[src/rtl/fir_error_monitor_if.sv]
// Handshake and statistics bundle between a sample producer and fir_error_monitor.
// With FIR_ERRMON_SQERR_EN defined the bundle also carries err_sq_sum.
interface fir_error_monitor_if #(
  parameter int WIDTH = 16,
  parameter int ACC_W = 32,
  parameter int CNT_W = 16
);
  logic             start;
  logic             in_valid;
  logic             in_ready;
  logic [WIDTH-1:0] approx_in;
  logic [WIDTH-1:0] exact_in;
  logic             busy;
  logic             done;
  logic [ACC_W-1:0] err_sum;
  logic [WIDTH-1:0] err_max;
  logic [CNT_W-1:0] mismatch_cnt;
  logic [CNT_W-1:0] sample_cnt;
`ifdef FIR_ERRMON_SQERR_EN
  logic [2*WIDTH+ACC_W-1:0] err_sq_sum;

  modport master (
    output start, in_valid, approx_in, exact_in,
    input  in_ready, busy, done, err_sum, err_max, mismatch_cnt, sample_cnt, err_sq_sum
  );
  modport slave (
    input  start, in_valid, approx_in, exact_in,
    output in_ready, busy, done, err_sum, err_max, mismatch_cnt, sample_cnt, err_sq_sum
  );
`else
  modport master (
    output start, in_valid, approx_in, exact_in,
    input  in_ready, busy, done, err_sum, err_max, mismatch_cnt, sample_cnt
  );
  modport slave (
    input  start, in_valid, approx_in, exact_in,
    output in_ready, busy, done, err_sum, err_max, mismatch_cnt, sample_cnt
  );
`endif
endinterface

[src/rtl/fir_error_monitor.sv]
// Windowed error statistics between approximate and exact FIR outputs.
// Optional squared-error accumulator enabled by defining FIR_ERRMON_SQERR_EN.
module fir_error_monitor #(
  parameter int WIDTH   = 16,
  parameter int WIN_LEN = 256,
  parameter int ACC_W   = 32,
  parameter int CNT_W   = 16
) (
  input  logic                  clk,
  input  logic                  rst,
  fir_error_monitor_if.slave    bus
);
  localparam int SW = ACC_W + WIDTH;
  localparam logic [SW-1:0] ACC_MAX = SW'({ACC_W{1'b1}});
  localparam logic [CNT_W-1:0] LAST_IDX = CNT_W'(WIN_LEN - 1);

  typedef enum logic [1:0] {S_IDLE, S_RUN, S_DRAIN, S_DONE} state_t;

  state_t           state_q;
  logic             in_ready_q;
  logic             busy_q;
  logic             done_q;
  logic             drain_cnt_q;

  logic             s1_valid_q;
  logic [WIDTH-1:0] diff_q;
  logic             neq_q;

  logic [ACC_W-1:0] err_sum_q;
  logic [WIDTH-1:0] err_max_q;
  logic [CNT_W-1:0] mismatch_cnt_q;
  logic [CNT_W-1:0] sample_cnt_q;

  logic             accept;
  logic             last_accept;
  logic [WIDTH:0]   diff_wide;
  logic [WIDTH:0]   diff_neg;
  logic [WIDTH-1:0] abs_diff_d;
  logic [SW-1:0]    sum_wide;
  logic [ACC_W-1:0] err_sum_d;
  logic [WIDTH-1:0] err_max_d;

  assign accept      = bus.in_valid & in_ready_q;
  assign last_accept = accept && (sample_cnt_q == LAST_IDX);

  // One extra bit keeps the sign of approx-exact so the magnitude is exact.
  assign diff_wide  = {1'b0, bus.approx_in} - {1'b0, bus.exact_in};
  assign diff_neg   = -diff_wide;
  assign abs_diff_d = diff_wide[WIDTH] ? diff_neg[WIDTH-1:0] : diff_wide[WIDTH-1:0];

  assign sum_wide  = SW'(err_sum_q) + SW'(diff_q);
  assign err_sum_d = (sum_wide > ACC_MAX) ? {ACC_W{1'b1}} : sum_wide[ACC_W-1:0];
  assign err_max_d = (diff_q > err_max_q) ? diff_q : err_max_q;

`ifdef FIR_ERRMON_SQERR_EN
  localparam int SQ_W = ACC_W + 2 * WIDTH;
  logic [SQ_W-1:0]    err_sq_q;
  logic [2*WIDTH-1:0] diff_sq;
  logic [SQ_W:0]      sq_wide;
  logic [SQ_W-1:0]    err_sq_d;

  assign diff_sq  = {{WIDTH{1'b0}}, diff_q} * {{WIDTH{1'b0}}, diff_q};
  assign sq_wide  = {1'b0, err_sq_q} + (SQ_W+1)'(diff_sq);
  assign err_sq_d = sq_wide[SQ_W] ? {SQ_W{1'b1}} : sq_wide[SQ_W-1:0];

  always_ff @(posedge clk) begin
    if (rst) begin
      err_sq_q <= '0;
    end else if (bus.start && (state_q == S_IDLE || state_q == S_DONE)) begin
      err_sq_q <= '0;
    end else if (s1_valid_q) begin
      err_sq_q <= err_sq_d;
    end
  end

  assign bus.err_sq_sum = err_sq_q;
`endif

  always_ff @(posedge clk) begin
    if (rst) begin
      state_q        <= S_IDLE;
      in_ready_q     <= 1'b0;
      busy_q         <= 1'b0;
      done_q         <= 1'b0;
      drain_cnt_q    <= 1'b0;
      s1_valid_q     <= 1'b0;
      diff_q         <= '0;
      neq_q          <= 1'b0;
      err_sum_q      <= '0;
      err_max_q      <= '0;
      mismatch_cnt_q <= '0;
      sample_cnt_q   <= '0;
    end else begin
      s1_valid_q <= accept;
      if (accept) begin
        diff_q <= abs_diff_d;
        neq_q  <= (bus.approx_in != bus.exact_in);
      end

      if (s1_valid_q) begin
        err_sum_q      <= err_sum_d;
        err_max_q      <= err_max_d;
        mismatch_cnt_q <= mismatch_cnt_q + CNT_W'(neq_q);
      end

      case (state_q)
        S_IDLE, S_DONE: begin
          if (bus.start) begin
            state_q        <= S_RUN;
            in_ready_q     <= 1'b1;
            busy_q         <= 1'b1;
            done_q         <= 1'b0;
            err_sum_q      <= '0;
            err_max_q      <= '0;
            mismatch_cnt_q <= '0;
            sample_cnt_q   <= '0;
          end
        end
        S_RUN: begin
          if (accept) begin
            sample_cnt_q <= sample_cnt_q + 1'b1;
          end
          if (last_accept) begin
            state_q     <= S_DRAIN;
            in_ready_q  <= 1'b0;
            drain_cnt_q <= 1'b0;
          end
        end
        S_DRAIN: begin
          // Two drain cycles let the final sample clear both pipeline stages.
          if (drain_cnt_q) begin
            state_q <= S_DONE;
            busy_q  <= 1'b0;
            done_q  <= 1'b1;
          end else begin
            drain_cnt_q <= 1'b1;
          end
        end
        default: state_q <= S_IDLE;
      endcase
    end
  end

  assign bus.in_ready     = in_ready_q;
  assign bus.busy         = busy_q;
  assign bus.done         = done_q;
  assign bus.err_sum      = err_sum_q;
  assign bus.err_max      = err_max_q;
  assign bus.mismatch_cnt = mismatch_cnt_q;
  assign bus.sample_cnt   = sample_cnt_q;
endmodule

[src/flat_wrapper.sv]
// flat-port wrapper written by rule: the top's interface ports become plain ports
module fir_error_monitor_flat 
#(
  parameter int WIDTH   = 16,
  parameter int WIN_LEN = 256,
  parameter int ACC_W   = 32,
  parameter int CNT_W   = 16
)
  (clk, rst, bus_start, bus_in_valid, bus_approx_in, bus_exact_in, bus_in_ready, bus_busy, bus_done, bus_err_sum, bus_err_max, bus_mismatch_cnt, bus_sample_cnt);
  fir_error_monitor_if #(.WIDTH(WIDTH), .ACC_W(ACC_W), .CNT_W(CNT_W)) bus_i ();
  input  logic clk;
  input  logic rst;
  input wire logic [$bits(bus_i.start)-1:0] bus_start;
  input wire logic [$bits(bus_i.in_valid)-1:0] bus_in_valid;
  input wire logic [$bits(bus_i.approx_in)-1:0] bus_approx_in;
  input wire logic [$bits(bus_i.exact_in)-1:0] bus_exact_in;
  output wire logic [$bits(bus_i.in_ready)-1:0] bus_in_ready;
  output wire logic [$bits(bus_i.busy)-1:0] bus_busy;
  output wire logic [$bits(bus_i.done)-1:0] bus_done;
  output wire logic [$bits(bus_i.err_sum)-1:0] bus_err_sum;
  output wire logic [$bits(bus_i.err_max)-1:0] bus_err_max;
  output wire logic [$bits(bus_i.mismatch_cnt)-1:0] bus_mismatch_cnt;
  output wire logic [$bits(bus_i.sample_cnt)-1:0] bus_sample_cnt;
  assign bus_i.start = bus_start;
  assign bus_i.in_valid = bus_in_valid;
  assign bus_i.approx_in = bus_approx_in;
  assign bus_i.exact_in = bus_exact_in;
  assign bus_in_ready = bus_i.in_ready;
  assign bus_busy = bus_i.busy;
  assign bus_done = bus_i.done;
  assign bus_err_sum = bus_i.err_sum;
  assign bus_err_max = bus_i.err_max;
  assign bus_mismatch_cnt = bus_i.mismatch_cnt;
  assign bus_sample_cnt = bus_i.sample_cnt;
  fir_error_monitor #(.WIDTH(WIDTH), .WIN_LEN(WIN_LEN), .ACC_W(ACC_W), .CNT_W(CNT_W)) u_core (.clk(clk), .rst(rst), .bus(bus_i));
endmodule
[config.mk]
export PLATFORM = sky130hd
export DESIGN_NAME = fir_error_monitor_flat
export DESIGN_NICKNAME = d
export VERILOG_FILES = /design/src/rtl/fir_error_monitor_if.sv /design/src/rtl/fir_error_monitor.sv /design/src/flat_wrapper.sv
export SDC_FILE = /design/constraint.sdc
export NUM_CORES = 1
export LEC_CHECK = 0
export BUFFER_PORTS_ARGS = -buffer_cell sky130_fd_sc_hd__buf_2
export CAP_MARGIN = 20
export CORE_AREA = 2 2 125 127
export CTS_CLUSTER_SIZE = 10
export DETAILED_ROUTE_END_ITERATION = 16
export DIE_AREA = 0 0 127 129
export HOLD_SLACK_MARGIN = 0.03
export PLACE_DENSITY_LB_ADDON = 0.12
export SYNTH_ARGS = -nofsm -noshare
export SYNTH_HDL_FRONTEND = slang
export SYNTH_SLANG_ARGS = --single-unit
[constraint.sdc]
create_clock -name clk -period 3.2 [get_ports clk]
set_clock_uncertainty 0.05 [all_clocks]
set_input_delay 0.32 -clock clk [delete_from_list [all_inputs] [get_ports clk]]
set_output_delay 0.32 -clock clk [all_outputs]
set_load 0.005 [all_outputs]
; After elaboration in Yosys (flattened, before gate mapping)
; Cells that the tools add are included.
[totals]
latchBits = 0
romBits = 0
memories = 0
ff_bits = 104
output_inout_bits = 83
mem_bits_rw = 0
word_cells = 68
[classes]
addsub = 5
div = 0
bitwise = 1
magnitude_cmp = 2
mul = 0
shift = 0
muxes = 28
eq_ne = 9
reduce_logical = 11
[op_table]
columns = op, count
row1 = 16-bit two-way mux, 10
row2 = 32-bit two-way mux, 4
row3 = 48-bit by 32-bit greater-than comparator with 1-bit output (second input constant), 1
row4 = 32-bit by 16-bit adder with 33-bit output, 1
row5 = 16-bit one-hot mux with 2 select lines, 1
row6 = 16-bit by 16-bit subtractor with 17-bit output, 1
row7 = 16-bit by 1-bit adder with 16-bit output, 1
row8 = 16-bit by 1-bit adder with 16-bit output (second input constant), 1
row9 = 16-bit by 8-bit == test with 1-bit output (second input constant), 1
row10 = 16-bit greater-than comparator, 1
row11 = 16-bit != test, 1
row12 = 16-bit negation, 1
row13 = 3-bit AND reduction, 4
row14 = 1-bit one-hot mux with 2 select lines, 4
row15 = 2-bit two-way mux, 3
row16 = 2-bit by 1-bit != test with 1-bit output (second input constant), 3
row17 = 2-bit one-hot mux with 3 select lines, 1
row18 = 2-bit nonzero test, 3
row19 = 1-bit two-way mux, 5
row20 = 2-bit == test (second input constant), 2
row21 = 2-bit by 1-bit == test with 1-bit output (second input constant), 1
row22 = 2-bit zero test, 1
row23 = 2-bit != test (second input constant), 1
row24 = 2-bit AND reduction, 1
row25 = 3 further kinds, 3

; Longest topological paths before layout
; Gate-level depths: netlist of the first run.
[logic_depth]
ltp_word = 6
mapped_depth = 14

; Worst setup path after synthesis of the first run
; Ideal clock, no wire load.
[synth_timing]
path_type = input to register
startpoint = in bus_approx_in[0]
endpoint = reg u_core.diff_q[15]
t_arrival_ns = 2.736
path_slack_ns = 0.294
path_stages = 13
n_path_buf = 0
cell_sequence = inv_1 -> ha_1 -> inv_1 -> fa_1 -> a211o_1 -> nand2_1 -> a31oi_2 -> a21oi_2 -> xor2_1 -> nand3_2 -> o41ai_1 -> and3_1 -> nor3_2
[synth_via]
elab_chain_cells = 3
[synth_lines]
columns = item, line
row1 = start: declaration, flat_wrapper.sv:15  ; input wire logic [$bits(bus_i.approx_in)-1:0] bus_approx_in;
row2 = 16-bit by 16-bit subtractor with 17-bit output *, fir_error_monitor.sv:47  ; assign diff_wide = {1'b0, bus.approx_in} - {1'b0, bus.exact_in};
row3 = 16-bit negation, fir_error_monitor.sv:48  ; assign diff_neg = -diff_wide;
row4 = 16-bit two-way mux *, fir_error_monitor.sv:49  ; assign abs_diff_d = diff_wide[WIDTH] ? diff_neg[WIDTH-1:0] : diff_wide[WIDTH-1:0];
row5 = end signal: assignment, fir_error_monitor.sv:96  ; diff_q <= abs_diff_d;
row6 = end: declaration, fir_error_monitor.sv:26  ; logic [WIDTH-1:0] diff_q;
; Mark *: on every way between the ends. The rest lies on a longest branch, timed or not.
; A chain may end at the register's enable or synchronous reset.

; Worst setup path in the final report of the first run
[layout_timing]
startpoint = reg u_core.diff_q[1]
endpoint = reg u_core.err_sum_q[29], in the netlist u_core.bus.err_sum[29]
[layout_via]
elab_chain_cells = 6
[layout_lines]
columns = item, line
row1 = 32-bit by 16-bit adder with 33-bit output *, fir_error_monitor.sv:51  ; assign sum_wide = SW'(err_sum_q) + SW'(diff_q);
row2 = 48-bit by 32-bit greater-than comparator with 1-bit output, fir_error_monitor.sv:52  ; assign err_sum_d = (sum_wide > ACC_MAX) ? {ACC_W{1'b1}} : sum_wide[ACC_W-1:0];
row3 = 32-bit two-way mux *, fir_error_monitor.sv:52
row4 = 32-bit two-way mux *, fir_error_monitor.sv:100  ; if (s1_valid_q) begin
row5 = 32-bit two-way mux, fir_error_monitor.sv:108  ; if (bus.start) begin
row6 = 32-bit two-way mux *, fir_error_monitor.sv:106  ; case (state_q)
row7 = end signal: assignment, fir_error_monitor.sv:101  ; err_sum_q <= err_sum_d;
row8 = end: declaration, fir_error_monitor.sv:29  ; logic [ACC_W-1:0] err_sum_q;
; Marks and branches as above.

==> key figures, run 1 <==
Floorplan
  – DIE HEIGHT: 129 um
  – Site Rows: 45
  – Num ports: 119
  – Die Wd: 127 um
  – Die footprint: 16380 um^2
  – Core Box Area: 14980 um^2
  – Initial Util: 44.45%

Place
  – PortBufs: 118
  – Final HPWL DP: 12070 um
  – GPL Wtd Cong: 0.8680

Synth
  – Synth Area in Simple Gates: 22.61%
  – Synthesis-stage register bit count: 104
  – Mean Syn Cell Area: 8.041 um^2
  – Cells after Synth: 828
  – Main combinational cell family by area after synthesis: simple AND/OR/NAND/NOR gates
  – Asr flop ratio synth: 0%
  – Sequential area share after synthesis: 31.27%
  – Distinct cell type count after synthesis: 71
  – Synth Area in Compound Gates: 21.09%
  – Post-synth EDFFs: 0
  – Synth Net Count: 921
  – Post-synth top flop: dfxtp_1
  – Mux contribution to synthesized area: 1.071%
  – Mapped cell area: 6658 um^2
  – Adder-cell area share of the yosys netlist: 10.94%
  – Yosys Warn Count: 0
  – Post-synthesis xor/xnor area fraction: 7.593%

STA
  – Fmax: 347.4 MHz
  – Final setup vio count: 0
  – Hold Violations, Final: 0
  – Slew margin rel.: 59.43%
  – Worst Max-Slew Pin Slew: 0.6045 ns
  – RSZ-0062 raised after global routing: no
  – Worst Hold Slack: 0.3155 ns
  – Tmin final: 2.878 ns
  – Final Max Slew Viols: 0
  – Period Utilization, post-route: 89.95%
  – TNS Setup: 0 ns

Setup path
  – Crit path arrival time: 3.09 ns
  – Critical Path Source: u_core.diff_q[1]
  – Crit end category: flop
  – CP Class: flop to flop
  – Worst-path fanout max: 6
  – R2R Path End: u_core.bus.err_sum[29]
  – Worst R2R Path Depth: 10
  – CP Launch Type: flop
  – Reg2reg start: u_core.diff_q[1]
  – Crit path required time: 3.42 ns
  – R2r setup slk: 0.32 ns
  – Worst setup endpoint: u_core.bus.err_sum[29]

Layout
  – Final #Nets: 1040
  – Share of cells above drive strength 1: 18.49%
  – Commonest non-fill, non-tap cells in the layout: buf_2 (118), dfxtp_1 (104), a21oi_1 (83)
  – ANT cells: 0
  – Filler Cells Inserted: 1517
  – Multi-input logic area: 4217 um^2
  – Commonest non-fill, non-tap cell in the layout: buf_2
  – Final Util: 51.93%
  – Sequential cell area: 2082 um^2
  – Area Growth Syn to Fin: 16.82%

Clocking
  – Buffer levels on the longest clock path: 2
  – Clock-pin slew of the registers on the worst-case setup and hold paths: 0.08 ns
  – Post-CTS Setup Bufs: 0
  – H-tree depth: 3
  – Root buffer cell: clkbuf_16
  – TritonCTS Sinks: 104
  – CTS tree: yes
  – Resized Gates After CTS: 0
  – Hold buffers post-CTS: 0
  – CTS Buf Count: 9
  – Worst skew pair latency: 0.36 ns

Global routing
  – Vias in the first global route: 5496
  – GRT Total Usage: 19.74%
  – Gr ovfl total: 0
  – Initial antenna violation count: 0
  – Global-route wire length before repair: 26570 um
  – Largest net degree at the start of global routing: 41

Min path
  – WHS Path Cells: 5
  – Hold Path Class: primary input to flop

Route
  – Detailed-route vias per instance: 5.356
  – Post-route ant nets: 0
  – Drt wl/cell: 13.99 um
  – DR iter-0 viols: 244
  – Via Count: 6106
  – First-pass detailed-route iteration total: 4
  – Routed wire length: 15950 um
  – DRC: 0

Power and ir drop
  – Power, Total: 3.860 mW
  – Peak supply drop: 400.4 uV
  – Leak: 3.451 nW
  – Pwr/cell area: 496.3 nW/um^2

Status
  – Outcome: finished clean

Flow run
  – Max Cap Viol: 0
-- synthesized netlist by cell type (3+ instances only) --
library cell / number / area [um^2]
dfxtp_1: 104 / 2082
a21oi_1: 83 / 415.4
nor2_1: 70 / 262.8
nand2_1: 62 / 232.7
ha_1: 55 / 688.2
inv_1: 54 / 202.7
o21ai_0: 52 / 260.3
nand3_1: 41 / 205.2
xor2_1: 37 / 324.1
and3_1: 22 / 137.6
clkbuf_1: 22 / 82.58
nor3_1: 22 / 110.1
xnor2_1: 17 / 148.9
nand4_1: 16 / 100.1
a211oi_1: 15 / 112.6
a21o_1: 15 / 112.6
a31oi_1: 11 / 68.82
nor2b_1: 11 / 68.82
or3_1: 10 / 62.56
and2_1: 8 / 50.05
and4_1: 8 / 70.07
o21a_1: 8 / 60.06
nand2b_1: 7 / 43.79
mux2i_1: 6 / 60.06
nand3b_1: 5 / 37.54
a311oi_1: 4 / 35.03
a41oi_1: 4 / 35.03
a21oi_2: 3 / 26.28
clkbuf_8: 3 / 41.29
o21ai_1: 3 / 15.01
-- routing by layer --
layer  up-vias  wire (um)  part of all wire, %  track usage, %
met5         -          0                    0               0
met4         0        206                  1.3           5.042
met3        17        615                  3.9           3.617
met2       111       7084                   44           31.69
met1      2764       8048                   50           27.56
li1       3214          -                    -               -
-- worst max-delay path, stage by stage (launching register included) --
cell and delay, ns:
dfxtp_1 0.42, ha_1 0.27, a21o_1 0.18, a21o_1 0.22, a211o_1 0.31, a41o_1 0.26, o21a_1 0.19, o21ai_1 0.24
a21oi_1 0.19, and2_1 0.21, a211oi_1 0.26
-- power by group --
part | internal (mW) | total [mW] | switching [mW]
sequential | 1.39 | 1.50 | 0.110
combinational | 0.516 | 1.25 | 0.735
clock | 0.570 | 1.11 | 0.544
total | 2.47 | 3.86 | 1.39
-- worst min path at each step --
stage                           from                    end  slack, ns
5_1_grt                          rst      u_core.s1_valid_q       0.38
2_1_floorplan      u_core.state_q[1]      u_core.state_q[1]       0.40
4_1_cts                    bus_start    u_core.bus.in_ready       0.30
6_report                   bus_start    u_core.bus.in_ready       0.32
3_5_place_dp   u_core.bus.err_max[8]  u_core.bus.err_max[8]       0.42
3_3_place_gp       u_core.state_q[1]      u_core.state_q[1]       0.42
-- cells by family after synthesis --
group | count (synthesis)
AND/OR/NAND/NOR | 297
buffers and inverters | 83
multiplexers | 7
AO/OA/AOI/OAI | 224
flip-flops | 104
adder cells (fa/ha/maj) | 57
XOR/XNOR | 56
-- final cells by class --
type                    count  share of cell area (%)
flip-flops and latches    104                   26.77
repair buffers            137                   9.588
well taps                 188                   3.024
multi-input cells         641                   54.21
clock buffers              10                   3.073
inverters                  54                   2.606
clock inverters             6                  0.7239
-- flip-flops by register name (all words and copies together), names as in the netlist --
| signal | count |
|---|---|
| u_core.bus.busy | 1 |
| u_core.bus.done | 1 |
| u_core.bus.sample_cnt | 16 |
| u_core.bus.err_max | 16 |
| u_core.s1_valid_q | 1 |
| u_core.state_q | 2 |
| u_core.bus.err_sum | 32 |
| u_core.neq_q | 1 |
| u_core.bus.mismatch_cnt | 16 |
| u_core.bus.in_ready | 1 |
| u_core.diff_q | 16 |
| u_core.drain_cnt_q | 1 |
-- stage by stage --
stage	cell area [um^2]	setup slack, ns	std cells
floorplan	6658	0.2936	828
CTS	7770	0.2902	1139
global placement	7475	0.1130	1123
global route	7777	0.008187	1140
detailed placement	7475	0.06963	1123
finish	7777	0.3217	1140
Power figures use the tool's default switching activity.
==> inputs of run 2 (changes only) <==
CELL_PAD_IN_SITES_DETAIL_PLACEMENT = 1   (was default)
CELL_PAD_IN_SITES_GLOBAL_PLACEMENT = 1   (was default)
CORE_AREA = 2 2 129 131   (was 2 2 125 127)
DIE_AREA = 0 0 131 133   (was 0 0 127 129)
RECOVER_POWER = 100   (was default)
==> key figures, run 2 (synthesis gave the netlist of run 1 again) <==
Status
  – Outcome: finished clean

STA
  – Hold Violations, Final: 0 (unchanged)
  – Final Max Slew Viols: 0 (unchanged)
  – Fmax: 333.9 MHz (-3.9%)
  – Worst Max-Slew Pin Slew: 1.388 ns (+0.7839 ns)
  – Tmin final: 2.995 ns (+0.1165 ns)
  – Period Utilization, post-route: 93.59% (+3.6 points)
  – Final setup vio count: 0 (unchanged)
  – RSZ-0062 raised after global routing: no
  – TNS Setup: 0 ns (unchanged)
  – Slew margin rel.: 7.387% (-52 points)

Power and ir drop
  – Pwr/cell area: 509.5 nW/um^2 (+2.7%)
  – Power, Total: 3.957 mW (+2.5%)
  – Leak: 3.259 nW (-5.6%)
  – Peak supply drop: 260.8 uV (-35%)

Setup path
  – Crit-path slowest cell: dfxtp_1
  – Crit path top cell by count: a21o_1
  – R2r setup slk: 0.21 ns (-0.12 ns)
  – Crit end category: flop
  – R2R Path End: u_core.bus.err_sum[29]
  – CP cell instances: ha_1 > a21o_1 > a21o_1 > a211o_1 > a41o_1 > o21a_1 > o21ai_1 > a21oi_1 > and2_0 > a211oi_1
  – CP Class: flop to flop
  – CP Launch Type: flop
  – Reg2reg start: u_core.diff_q[1]
  – CP bufs+invs: 0 (unchanged)
  – Worst-path fanout max: 6 (unchanged)
  – Top delay family on crit path: compound AO/OA/AOI/OAI gates
  – Crit path required time: 3.40 ns (-0.02 ns)
  – Stages on worst setup path: 10 (unchanged)
  – Worst path max stage delay: 0.42 ns (about the same)
  – Worst R2R Path Depth: 10 (unchanged)
  – Crit path arrival time: 3.19 ns (+0.10 ns)

Clocking
  – Resized Gates After CTS: 0 (unchanged)
  – TritonCTS Sinks: 104 (unchanged)
  – Root buffer cell: clkbuf_16
  – H-tree depth: 3 (unchanged)
  – Post-CTS Setup Bufs: 0 (unchanged)
  – Clock-pin slew of the registers on the worst-case setup and hold paths: 0.07 ns (about the same)
  – CTS tree: yes
  – Worst skew pair latency: 0.36 ns (about the same)
  – Hold buffers post-CTS: 0 (unchanged)
  – Buffer levels on the longest clock path: 2 (unchanged)
  – CTS Buf Count: 9 (unchanged)

Place
  – Final HPWL DP: 14490 um (+20%)
  – GPL Wtd Cong: 0.8784 (+1.2%)
  – Placed cell areas: 7515 um^2 (+0.54%)
  – PortBufs: 118 (unchanged)

Route
  – DRC: 0 (unchanged)
  – Routed wire length: 18790 um (+18%)
  – DR iter-0 viols: 225 (-7.8%)
  – Via Count: 6358 (+4.1%)
  – Post-route ant nets: 0 (unchanged)
  – First-pass detailed-route iteration total: 4 (unchanged)
  – Drt wl/cell: 16.03 um (+15%)
  – Detailed-route vias per instance: 5.425 (+1.3%)

Global routing
  – Largest net degree at the start of global routing: 35 (-15%)
  – Global-route wire length before repair: 31110 um (+17%)
  – Vias in the first global route: 6471 (+18%)
  – GRT Total Usage: 21.93% (+2.2 points)
  – Gr ovfl total: 0 (unchanged)
  – Initial antenna violation count: 0 (unchanged)

Layout
  – Number of flip-flops in the largest register: 32 (unchanged)
  – ANT cells: 0 (unchanged)
  – Design area: 7767 um^2 (-0.13%)
  – Final #Nets: 1040 (unchanged)
  – Commonest non-fill, non-tap cells in the layout: dfxtp_1 (104), a21oi_1 (84), buf_2 (74)
  – Filler Cells Inserted: 2051 (+35%)
  – Commonest non-fill, non-tap cell in the layout: dfxtp_1
  – Share of cells above drive strength 1: 13.45% (-5.0 points)
  – Sequential cell area: 2082 um^2 (unchanged)
  – Multi-input logic area: 4212 um^2 (-0.12%)
  – Area Growth Syn to Fin: 16.67%

Flow run
  – Max Cap Viol: 0 (unchanged)

Floorplan
  – Num ports: 119 (unchanged)
  – Die footprint: 17420 um^2 (+6.3%)
  – Site Rows: 47 (+4.4%)
  – Initial Util: 41.17% (-3.3 points)
  – DIE HEIGHT: 133 um (+3.1%)
  – Die Wd: 131 um (+3.1%)
  – Core Box Area: 16170 um^2 (+8.0%)

Min path
  – Hold EP: u_core.bus.in_ready
  – Hold Path Class: primary input to flop
  – WHS Path Cells: 5 (unchanged)
  – Hold_sp: bus_start
==> run 2: cell types whose count changed in the layout (fill, tap and decap cells not counted), moves of 2 or more <==
cell and change:
buf_4 -2, clkinv_4 +3, clkbuf_1 +45, and2_0 +3
inv_6 -2, and2_1 -3, buf_2 -44
==> run 2: how the worst max path moves through the flow <==
stage / start / endpoint / slack, ns
6_report: u_core.diff_q[1] / u_core.bus.err_sum[29] / 0.21
5_1_grt: u_core.bus.err_sum[0] / u_core.bus.err_sum[29] / 0.06
4_1_cts: u_core.bus.err_sum[0] / u_core.bus.err_sum[20] / 0.04
3_5_place_dp: bus_approx_in[0] / u_core.diff_q[15] / 0.03
3_3_place_gp: bus_approx_in[0] / u_core.diff_q[15] / 0.12
2_1_floorplan: bus_approx_in[0] / u_core.diff_q[15] / 0.29
==> run 2: cell type report <==
type / count / share of cell area [%]
repair buffers: 137 / 8.795
flip-flops and latches: 104 / 26.80
multi-input cells: 641 / 54.22
clock inverters: 7 / 1.128
well taps: 220 / 3.544
inverters: 54 / 2.610
clock buffers: 9 / 2.899
==> run 2: metal layers <==
metal  track usage (%)  share of wire, %  vias to the layer above
met5                 0                 0                        -
met4             6.974               1.7                        0
met3             2.750               3.1                       21
met2             37.71                49                       98
met1             28.29                47                     3043
li1                  -                 -                     3196
==> run 2: metrics by stage <==
step	hold slack, ns	utilization (%)	cells	setup slack (ns)
after global routing	0.3739	48.03	1172	0.06090
final	0.3277	48.03	1172	0.2052
after detailed placement	0.4287	46.47	1155	0.03038
after floorplan	0.4030	-	828	0.2936
after CTS	0.3301	48.40	1171	0.03545
after global placement	0.4122	46.47	1155	0.1235
==> run 2: where the power goes <==
group | switching, mW | leakage, nW | total [mW] | internal (mW)
clock | 0.550 | 0.154 | 1.18 | 0.625
sequential | 0.117 | 0.841 | 1.50 | 1.38
combinational | 0.777 | 2.26 | 1.28 | 0.503
total | 1.44 | 3.26 | 3.96 | 2.51
==> run 2: worst register-to-register path: stages, from the launching register on <==
cell	delay, ns
dfxtp_1	0.42
ha_1	0.27
a21o_1	0.18
a21o_1	0.21
a211o_1	0.31
a41o_1	0.26
o21a_1	0.20
o21ai_1	0.27
a21oi_1	0.22
and2_0	0.24
a211oi_1	0.26
